`config.mk`:
```
export PLATFORM = sky130hd
export DESIGN_NAME = axi_master_burst_engine
export DESIGN_NICKNAME = d
export VERILOG_FILES = /design/src/rtl/axi_master_burst_engine.sv
export SDC_FILE = /design/constraint.sdc
export NUM_CORES = 1
export LEC_CHECK = 0
export ABC_AREA = 1
export CAP_MARGIN = 20
export CELL_PAD_IN_SITES_DETAIL_PLACEMENT = 1
export CELL_PAD_IN_SITES_GLOBAL_PLACEMENT = 1
export CORE_ASPECT_RATIO = 1.2
export CORE_MARGIN = 3
export CORE_UTILIZATION = 20
export CTS_BUF_LIST = sky130_fd_sc_hd__clkbuf_8 sky130_fd_sc_hd__clkbuf_16
export DETAILED_ROUTE_END_ITERATION = 12
export PLACE_DENSITY_LB_ADDON = 0.3
export SETUP_SLACK_MARGIN = 0.3
export SYNTH_ARGS = -nofsm -noshare
export SYNTH_HDL_FRONTEND = slang
export SYNTH_SLANG_ARGS = --single-unit
```
`constraint.sdc`:
```
create_clock -name aclk -period 2.76 [get_ports aclk]
set_input_delay 0.828 -clock aclk [delete_from_list [all_inputs] [get_ports aclk]]
set_output_delay 0.828 -clock aclk [all_outputs]
set_load 0.02 [all_outputs]
```
`src/rtl/axi_master_burst_engine.sv`:
```
// Single-outstanding AXI3 burst master: one command in, one INCR burst out, one completion pulse back.
// Commands that are misaligned or cross a 4 KB boundary are rejected without bus traffic.
module axi_master_burst_engine #(
   parameter int ADDR_WIDTH = 32,
   parameter int DATA_WIDTH = 32
) (
   input  logic                    aclk,
   input  logic                    areset,
   input  logic                    cmd_valid,
   output logic                    cmd_ready,
   input  logic                    cmd_write,
   input  logic [ADDR_WIDTH-1:0]   cmd_addr,
   input  logic [3:0]              cmd_len,
   input  logic [3:0]              cmd_id,
   input  logic                    wr_data_valid,
   output logic                    wr_data_ready,
   input  logic [DATA_WIDTH-1:0]   wr_data,
   input  logic [DATA_WIDTH/8-1:0] wr_strb,
   output logic                    rd_data_valid,
   input  logic                    rd_data_ready,
   output logic [DATA_WIDTH-1:0]   rd_data,
   output logic                    rd_last,
   output logic                    done_valid,
   output logic [1:0]              done_resp,
   output logic [3:0]              done_id,
   output logic [3:0]              awid,
   output logic [ADDR_WIDTH-1:0]   awaddr,
   output logic [3:0]              awlen,
   output logic [2:0]              awsize,
   output logic [1:0]              awburst,
   output logic                    awvalid,
   input  logic                    awready,
   output logic [3:0]              wid,
   output logic [DATA_WIDTH-1:0]   wdata,
   output logic [DATA_WIDTH/8-1:0] wstrb,
   output logic                    wlast,
   output logic                    wvalid,
   input  logic                    wready,
   input  logic [3:0]              bid,
   input  logic [1:0]              bresp,
   input  logic                    bvalid,
   output logic                    bready,
   output logic [3:0]              arid,
   output logic [ADDR_WIDTH-1:0]   araddr,
   output logic [3:0]              arlen,
   output logic [2:0]              arsize,
   output logic [1:0]              arburst,
   output logic                    arvalid,
   input  logic                    arready,
   input  logic [3:0]              rid,
   input  logic [DATA_WIDTH-1:0]   rdata,
   input  logic [1:0]              rresp,
   input  logic                    rlast,
   input  logic                    rvalid,
   output logic                    rready
);

   typedef enum logic [2:0] {
      IDLE, CHECK, WR_ADDR, WR_DATA, WR_RESP, RD_ADDR, RD_DATA, DONE
   } state_t;

   state_t                  r_state;
   state_t                  w_next;
   logic                    r_write;
   logic [ADDR_WIDTH-1:0]   r_addr;
   logic [3:0]              r_len;
   logic [3:0]              r_id;
   logic [3:0]              r_cnt;
   logic [1:0]              r_resp;
   logic                    r_rderr;
   logic [12:0]             w_end;
   logic                    w_illegal;
   logic                    w_last_beat;
   logic                    w_w_hs;
   logic                    w_r_hs;

   // End offset of the burst within its 4 KB page; exactly 4096 is still legal.
   assign w_end       = {1'b0, r_addr[11:0]} + {7'd0, r_len, 2'b00} + 13'd4;
   assign w_illegal   = (r_addr[1:0] != 2'b00) || (w_end > 13'd4096);
   assign w_last_beat = (r_cnt == r_len);
   assign w_w_hs      = (r_state == WR_DATA) && wr_data_valid && wready;
   assign w_r_hs      = (r_state == RD_DATA) && rvalid && rd_data_ready;

   always_comb begin
      w_next        = r_state;
      cmd_ready     = 1'b0;
      awvalid       = 1'b0;
      awid          = '0;
      awaddr        = '0;
      awlen         = '0;
      awsize        = '0;
      awburst       = '0;
      arvalid       = 1'b0;
      arid          = '0;
      araddr        = '0;
      arlen         = '0;
      arsize        = '0;
      arburst       = '0;
      wvalid        = 1'b0;
      wr_data_ready = 1'b0;
      wdata         = '0;
      wstrb         = '0;
      wid           = '0;
      wlast         = 1'b0;
      bready        = 1'b0;
      rready        = 1'b0;
      rd_data_valid = 1'b0;
      rd_data       = '0;
      rd_last       = 1'b0;
      done_valid    = 1'b0;
      done_resp     = '0;
      done_id       = '0;
      case (r_state)
         IDLE: begin
            cmd_ready = 1'b1;
            if (cmd_valid) w_next = CHECK;
         end
         CHECK: begin
            if (w_illegal)    w_next = DONE;
            else if (r_write) w_next = WR_ADDR;
            else              w_next = RD_ADDR;
         end
         WR_ADDR: begin
            awvalid = 1'b1;
            awid    = r_id;
            awaddr  = r_addr;
            awlen   = r_len;
            awsize  = 3'b010;
            awburst = 2'b01;
            if (awready) w_next = WR_DATA;
         end
         WR_DATA: begin
            wvalid        = wr_data_valid;
            wr_data_ready = wready;
            wdata         = wr_data;
            wstrb         = wr_strb;
            wid           = r_id;
            wlast         = w_last_beat;
            if (w_w_hs && w_last_beat) w_next = WR_RESP;
         end
         WR_RESP: begin
            bready = 1'b1;
            if (bvalid) w_next = DONE;
         end
         RD_ADDR: begin
            arvalid = 1'b1;
            arid    = r_id;
            araddr  = r_addr;
            arlen   = r_len;
            arsize  = 3'b010;
            arburst = 2'b01;
            if (arready) w_next = RD_DATA;
         end
         RD_DATA: begin
            rd_data_valid = rvalid;
            rready        = rd_data_ready;
            rd_data       = rdata;
            rd_last       = w_last_beat;
            if (w_r_hs && w_last_beat) w_next = DONE;
         end
         DONE: begin
            done_valid = 1'b1;
            done_resp  = r_rderr ? 2'b10 : r_resp;
            done_id    = r_id;
            w_next     = IDLE;
         end
         default: w_next = IDLE;
      endcase
      // State already resets to IDLE; this only covers the cycle(s) before reset takes effect.
      if (areset) begin
         cmd_ready     = 1'b0;
         awvalid       = 1'b0;
         arvalid       = 1'b0;
         wvalid        = 1'b0;
         wr_data_ready = 1'b0;
         wlast         = 1'b0;
         bready        = 1'b0;
         rready        = 1'b0;
         rd_data_valid = 1'b0;
         rd_last       = 1'b0;
         done_valid    = 1'b0;
      end
   end

   always_ff @(posedge aclk) begin
      if (areset) begin
         r_state <= IDLE;
         r_write <= 1'b0;
         r_addr  <= '0;
         r_len   <= '0;
         r_id    <= '0;
         r_cnt   <= '0;
         r_resp  <= '0;
         r_rderr <= 1'b0;
      end else begin
         r_state <= w_next;
         case (r_state)
            IDLE: if (cmd_valid) begin
               r_write <= cmd_write;
               r_addr  <= cmd_addr;
               r_len   <= cmd_len;
               r_id    <= cmd_id;
               r_cnt   <= '0;
               r_resp  <= '0;
               r_rderr <= 1'b0;
            end
            CHECK: if (w_illegal) r_resp <= 2'b10;
            WR_DATA: if (w_w_hs) r_cnt <= r_cnt + 4'd1;
            WR_RESP: if (bvalid) r_resp <= (bid != r_id) ? 2'b10 : bresp;
            RD_DATA: if (w_r_hs) begin
               r_cnt <= r_cnt + 4'd1;
               if (rresp > r_resp) r_resp <= rresp;
               if ((rid != r_id) || (rlast != w_last_beat)) r_rderr <= 1'b1;
            end
            default: ;
         endcase
      end
   end

endmodule

```
==> After elaboration in Yosys (flattened, before gate mapping) <==
Cells that the tools add are included.
{ "op_classes": {"add_sub_neg": 3, "n_lt_le_gt_ge": 2, "n_eq_ne": 22, "n_mux": 63, "reduce_logical": 18} }
{ "op_table": {"columns": ["cell", "n"], "rows": [
  ["$mux W32", 4],
  ["$mux W4", 10],
  ["$mux W1", 27],
  ["$mux W3", 8],
  ["$pmux W3 S8", 1],
  ["$mux W2", 10],
  ["$ne A2 B2 Y1 const B", 7],
  ["$add A12 B6 Y13", 1],
  ["$add A13 B3 Y13 const B", 1],
  ["$gt A13 B13 Y1 const B", 1],
  ["$eq A3 B3 Y1 const B", 4],
  ["$pmux W4 S3", 1],
  ["$reduce_and A6 Y1", 2],
  ["$ne A2 B1 Y1 const B", 4],
  ["$ne A4 B4 Y1", 2],
  ["$pmux W2 S4", 1],
  ["$reduce_and A4 Y1", 2],
  ["$eq A3 B2 Y1 const B", 2],
  ["$logic_and A1 B1 Y1", 6],
  ["$add A4 B1 Y4 const B", 1],
  ["$eq A4 B4 Y1", 1],
  ["$reduce_bool A2 Y1", 2],
  ["$reduce_bool A4 Y1", 1],
  ["$eq A3 B1 Y1 const B", 1],
  ["7 further kinds", 8]
]} }
{ "word_totals": {"reg_bits": 51, "inputBits": 132, "wordCells": 116} }

==> Logic depth before layout (Yosys ltp) <==
Gate-level depths: netlist of run 1.
{ "logic_depth": {"ltp_word": 6, "ltp_mapped": 20, "mapped_depth_nobuf": 20} }

==> Least setup slack after synthesis of run 1 <==
No wires, ideal clock.
{ "synth_path": {"kind": "input-to-output", "from": "input areset", "to": "output wr_data_ready", "t_arrival_ns": 1.551, "t_required_ns": 1.932, "slack_ns": 0.381, "stages": 2, "n_path_buf": 1, "cell_sequence": "clkbuf_1 > nor3b_1"} }
{ "synth_between": {"elab_chain_cells": 1} }
{ "synth_lines": {"columns": ["item", "line", "text"], "rows": [
  ["from (decl)", "8", "input logic areset,"],
  ["$mux W1", "170", "if (areset) begin"],
  ["to (decl)", "16", "output logic wr_data_ready,"]
]} }
No other way between the ends.

==> Final worst setup path of run 1 <==
{ "layout_path": {"from": "input rdata[24]", "to": "output rd_data[24]"} }
{ "layout_between": {"elab_chain_cells": 1} }
{ "layout_lines": {"columns": ["item", "line", "text"], "rows": [
  ["from (decl)", "51", "input logic [DATA_WIDTH-1:0] rdata,"],
  ["$mux W32", "113", "case (r_state)"],
  ["to (decl)", "21", "output logic [DATA_WIDTH-1:0] rd_data,"]
]} }
No other way between the ends.

==> flow_summary_export.csv, run 1 <==
group,metric,value,unit
status,status,"finished clean",
finish,fin_util,0.391,
synthesis,syn_area_per_cell,5.85,um^2
finish,area_delta_synth_final,90.3,%
setup_path,timing.rr.start,"r_len[1]$_SDFFE_PP0P_",
synthesis,ys.warnings.count,0,
synthesis,synth_area_leaders,"dfxtp_1 (27%), nor2_1 (19%), inv_1 (13%), a21oi_1 (6.8%), o21ai_0 (6.0%)",
detailed_routing,postRouteAntennaNets,0,
timing,finalMaxSlewViolations,0,
floorplanning,core-area,18400,um^2
detailed_routing,drt_pass1_iterations,4,
detailed_routing,vias_per_cell,4.24,
floorplanning,die_h,157,um
setup_path,path_class,"primary input to output port",
clocking,clkTransAtPathRegs,0.07,ns
detailed_routing,vias,5107,
setup_path,cp-startpoint,"rdata[24]",
timing,finalHoldViolCount,0,
finish,nNetsFinal,1095,
setup_path,cp.required,1.93,ns
synthesis,syn_area,3780,um^2
synthesis,synth_mux_area_frac,0,
global_routing,grt_pass1_wl,28900,um
floorplanning,fp.dieArea,20600,um^2
global_routing,grt_pass1_vias,5140,
detailed_routing,routedWlPerCell,15.9,um
synthesis,yosys.area.top_type,"dfxtp_1",
setup_path,crit_chain,"clkdlybuf4s50_1 -> inv_1 -> nor2_1 -> buf_4",
setup_path,cp_max_fo,1,
run,maxCapViolations,0,
clocking,cts_tree,"built",
synthesis,ys_seq_area_frac,0.270,
finish,diodes,0,
synthesis,synth_compound_area_frac,0.155,
setup_path,cp-start-kind,"primary input",
timing,fin_worst_skew,0.00828,ns
synthesis,synth_edf_count,0,
clocking,htree_num_levels,2,
timing,min_period,2.44,ns
synthesis,ys_types,41,
global_routing,grt_max_degree,62,
clocking,clock-root-buffer,"clkbuf_16",
hold_path,min_from,"r_addr[29]$_SDFFE_PP0P_",
power,p_leak,0.00370,uW
synthesis,ys.flop_type,"dfxtp_1",
timing,setup_violations,0,
finish,final_cell_mix,"nor2_1 (178), inv_1 (131), clkdlybuf4s50_1 (125)",
timing,rsz0062_at_grt,"true",
place,dpl-instance-area,7180,um^2
detailed_routing,route.detailed.drc,0,
setup_path,critical-path-slowest-cell,"clkdlybuf4s50_1",
timing,fin_crit_sh,0.883,
clocking,numCtsBuffers,5,
synthesis,synth_top_family_by_area,"simple AND/OR/NAND/NOR gates",
setup_path,cp_num_buf_inv,3,
detailed_routing,wl,19200,um
clocking,ctsHoldBuffers,0,
hold_path,hold_class,"register to register",
clocking,max-clock-path-buffers,2,
floorplanning,io_pins,311,
power,power-per-cell-area,569,nW/um^2
synthesis,yosys.area_share.adder,0.0417,
timing,max_freq,410,MHz
floorplanning,die_w,131,um
setup_path,end_kind,"output port",
detailed_routing,drt_iter0_drc,91,
finish,layout_commonest_cell,"nor2_1",
synthesis,ys_ff_latch,51,
global_routing,gr-total-overflow,0,
synthesis,synthSimpleGateAreaFrac,0.315,
global_routing,antenna_found_initial,3,
finish,drive_gt1_frac,0.200,
place,numPortBuffers,304,
place,gp_congestion,0.831,
place,dp_hpwl,15600,um
finish,n_fill_cell,2436,
synthesis,synth_top_area_frac,0.270,
clocking,clk_latency,0.30,ns
synthesis,async_reset_ff_frac,0,
setup_path,critPathTopFamily,"buffers and inverters",
global_routing,grtUsageTotal,0.176,
floorplanning,rows,54,
synthesis,synth_xor_area_frac,0.0278,
synthesis,netlist_instances,646,
power,ir_worst_vdd,0.000256,V
clocking,cts_sinks,51,
finish,design_area,7190,um^2
setup_path,max_stage_delay,0.45,ns
setup_path,worstPathArrival,1.61,ns
floorplanning,initial_core_util,0.206,
-- worst reg2reg max path, stage by stage, from the launching register on --
cell	delay (ns)
dfxtp_4	0.36
ha_4	0.27
ha_4	0.12
inv_1	0.05
fa_2	0.51
nand2_1	0.05
nor2_1	0.10
nand3_1	0.07
inv_1	0.07
nand3_2	0.06
nor2_2	0.10
nand2_1	0.06
nand2_2	0.11
nand3_1	0.08
nand2_1	0.09
nand2_1	0.06
nand2_1	0.05
a21oi_1	0.05
-- metrics by stage --
step,worst slack (ns),power (uW),cells,hold WS (ns),TNS (ns)
after floorplan,0.381,2450,651,0.445,0
after global placement,-0.438,3370,1187,0.460,-9.54
after detailed placement,-0.488,3420,1187,0.472,-10.48
after CTS,0.279,4030,1196,0.484,0
after global routing,0.159,4480,1204,0.512,0
final,0.322,4090,1204,0.481,0
-- final timing paths --
check / endpoint / slack (ns) / cells after the start
hold / removal: r_addr[29]$_SDFFE_PP0P_ / 0.48 / 2
setup reg to reg: r_state[2]$_SDFFE_PP0P_ / 0.39 / 17
hold reg to reg: r_addr[29]$_SDFFE_PP0P_ / 0.48 / 2
setup / recovery: rd_data[24] / 0.32 / 4
-- registers in the layout, indices dropped and copies added (netlist names) --
signal,count
r_id,4
r_len,4
r_cnt,4
r_rderr,1
r_addr,32
r_resp,2
r_state,3
r_write,1
-- repair_timing --
| item | 4_1_cts | 5_1_grt |
|---|---|---|
| gates cloned | 0 | 1 |
| resized for setup | 428 | 71 |
| pin swaps | 1 | 11 |
| buffers inserted | 1 | 7 |
| endpoints found under the setup margin | 174 | 53 |
-- power breakdown --
| part | total, uW | leakage (uW) | internal, uW | switching, uW |
|---|---|---|---|---|
| registers | 1080 | 0.000424 | 954 | 131 |
| logic | 2370 | 0.00321 | 940 | 1420 |
| clock network | 639 | 0.0000664 | 340 | 299 |
-- logic make-up after synthesis --
group / count (synthesis)
AOI/OAI and AO/OA: 109
other: 1
adders and majority gates: 12
xor gates and xnor gates: 12
buffers and inverters: 179
DFF: 51
and+or+nand+nor: 282
-- cell usage after synthesis, types with 2 or more instances --
cell and number:
buf_4 8, xor2_1 4, o22ai_1 2, nor2_4 3
inv_2 5, a21oi_2 2, nor3b_1 2, nand3_1 12
inv_1 134, buf_1 4, buf_2 3, nand3_2 3
nand2_2 6, clkbuf_1 23, a21oi_1 51, o21ai_1 2
o21ai_0 45, xnor2_1 8, nand2_1 53, nor3_2 3
dfxtp_1 51, nor2_1 188, ha_1 11, nand4_1 6
-- final cells by class --
cell class	instances	area, um^2	share of cell area
clock buffers	5	125	0.0174
multi-input cells	421	2210	0.308
clock inverters	3	23.8	0.00331
repair buffers	333	2950	0.410
flip-flops and latches	51	1040	0.144
well taps	252	315	0.0439
inverters	139	522	0.0726
-- routing by layer --
metal	wire, um	GRT usage
met3	1640	0.0678
met1	7350	0.185
met4	165	0.0310
met2	9990	0.336
met5	39	0
No activity file was read; power rests on OpenSTA's default activity.
==> run 2: changes to the inputs <==
--- a/config.mk
+++ b/config.mk
@@ -14,6 +14,7 @@
 export CORE_UTILIZATION = 20
 export CTS_BUF_LIST = sky130_fd_sc_hd__clkbuf_8 sky130_fd_sc_hd__clkbuf_16
 export DETAILED_ROUTE_END_ITERATION = 12
+export HOLD_SLACK_MARGIN = 0.1
 export PLACE_DENSITY_LB_ADDON = 0.3
 export SETUP_SLACK_MARGIN = 0.3
 export SYNTH_ARGS = -nofsm -noshare
==> results of run 2 <==
Same layout as run 1: the final DEF is identical, and so are final timing and power.
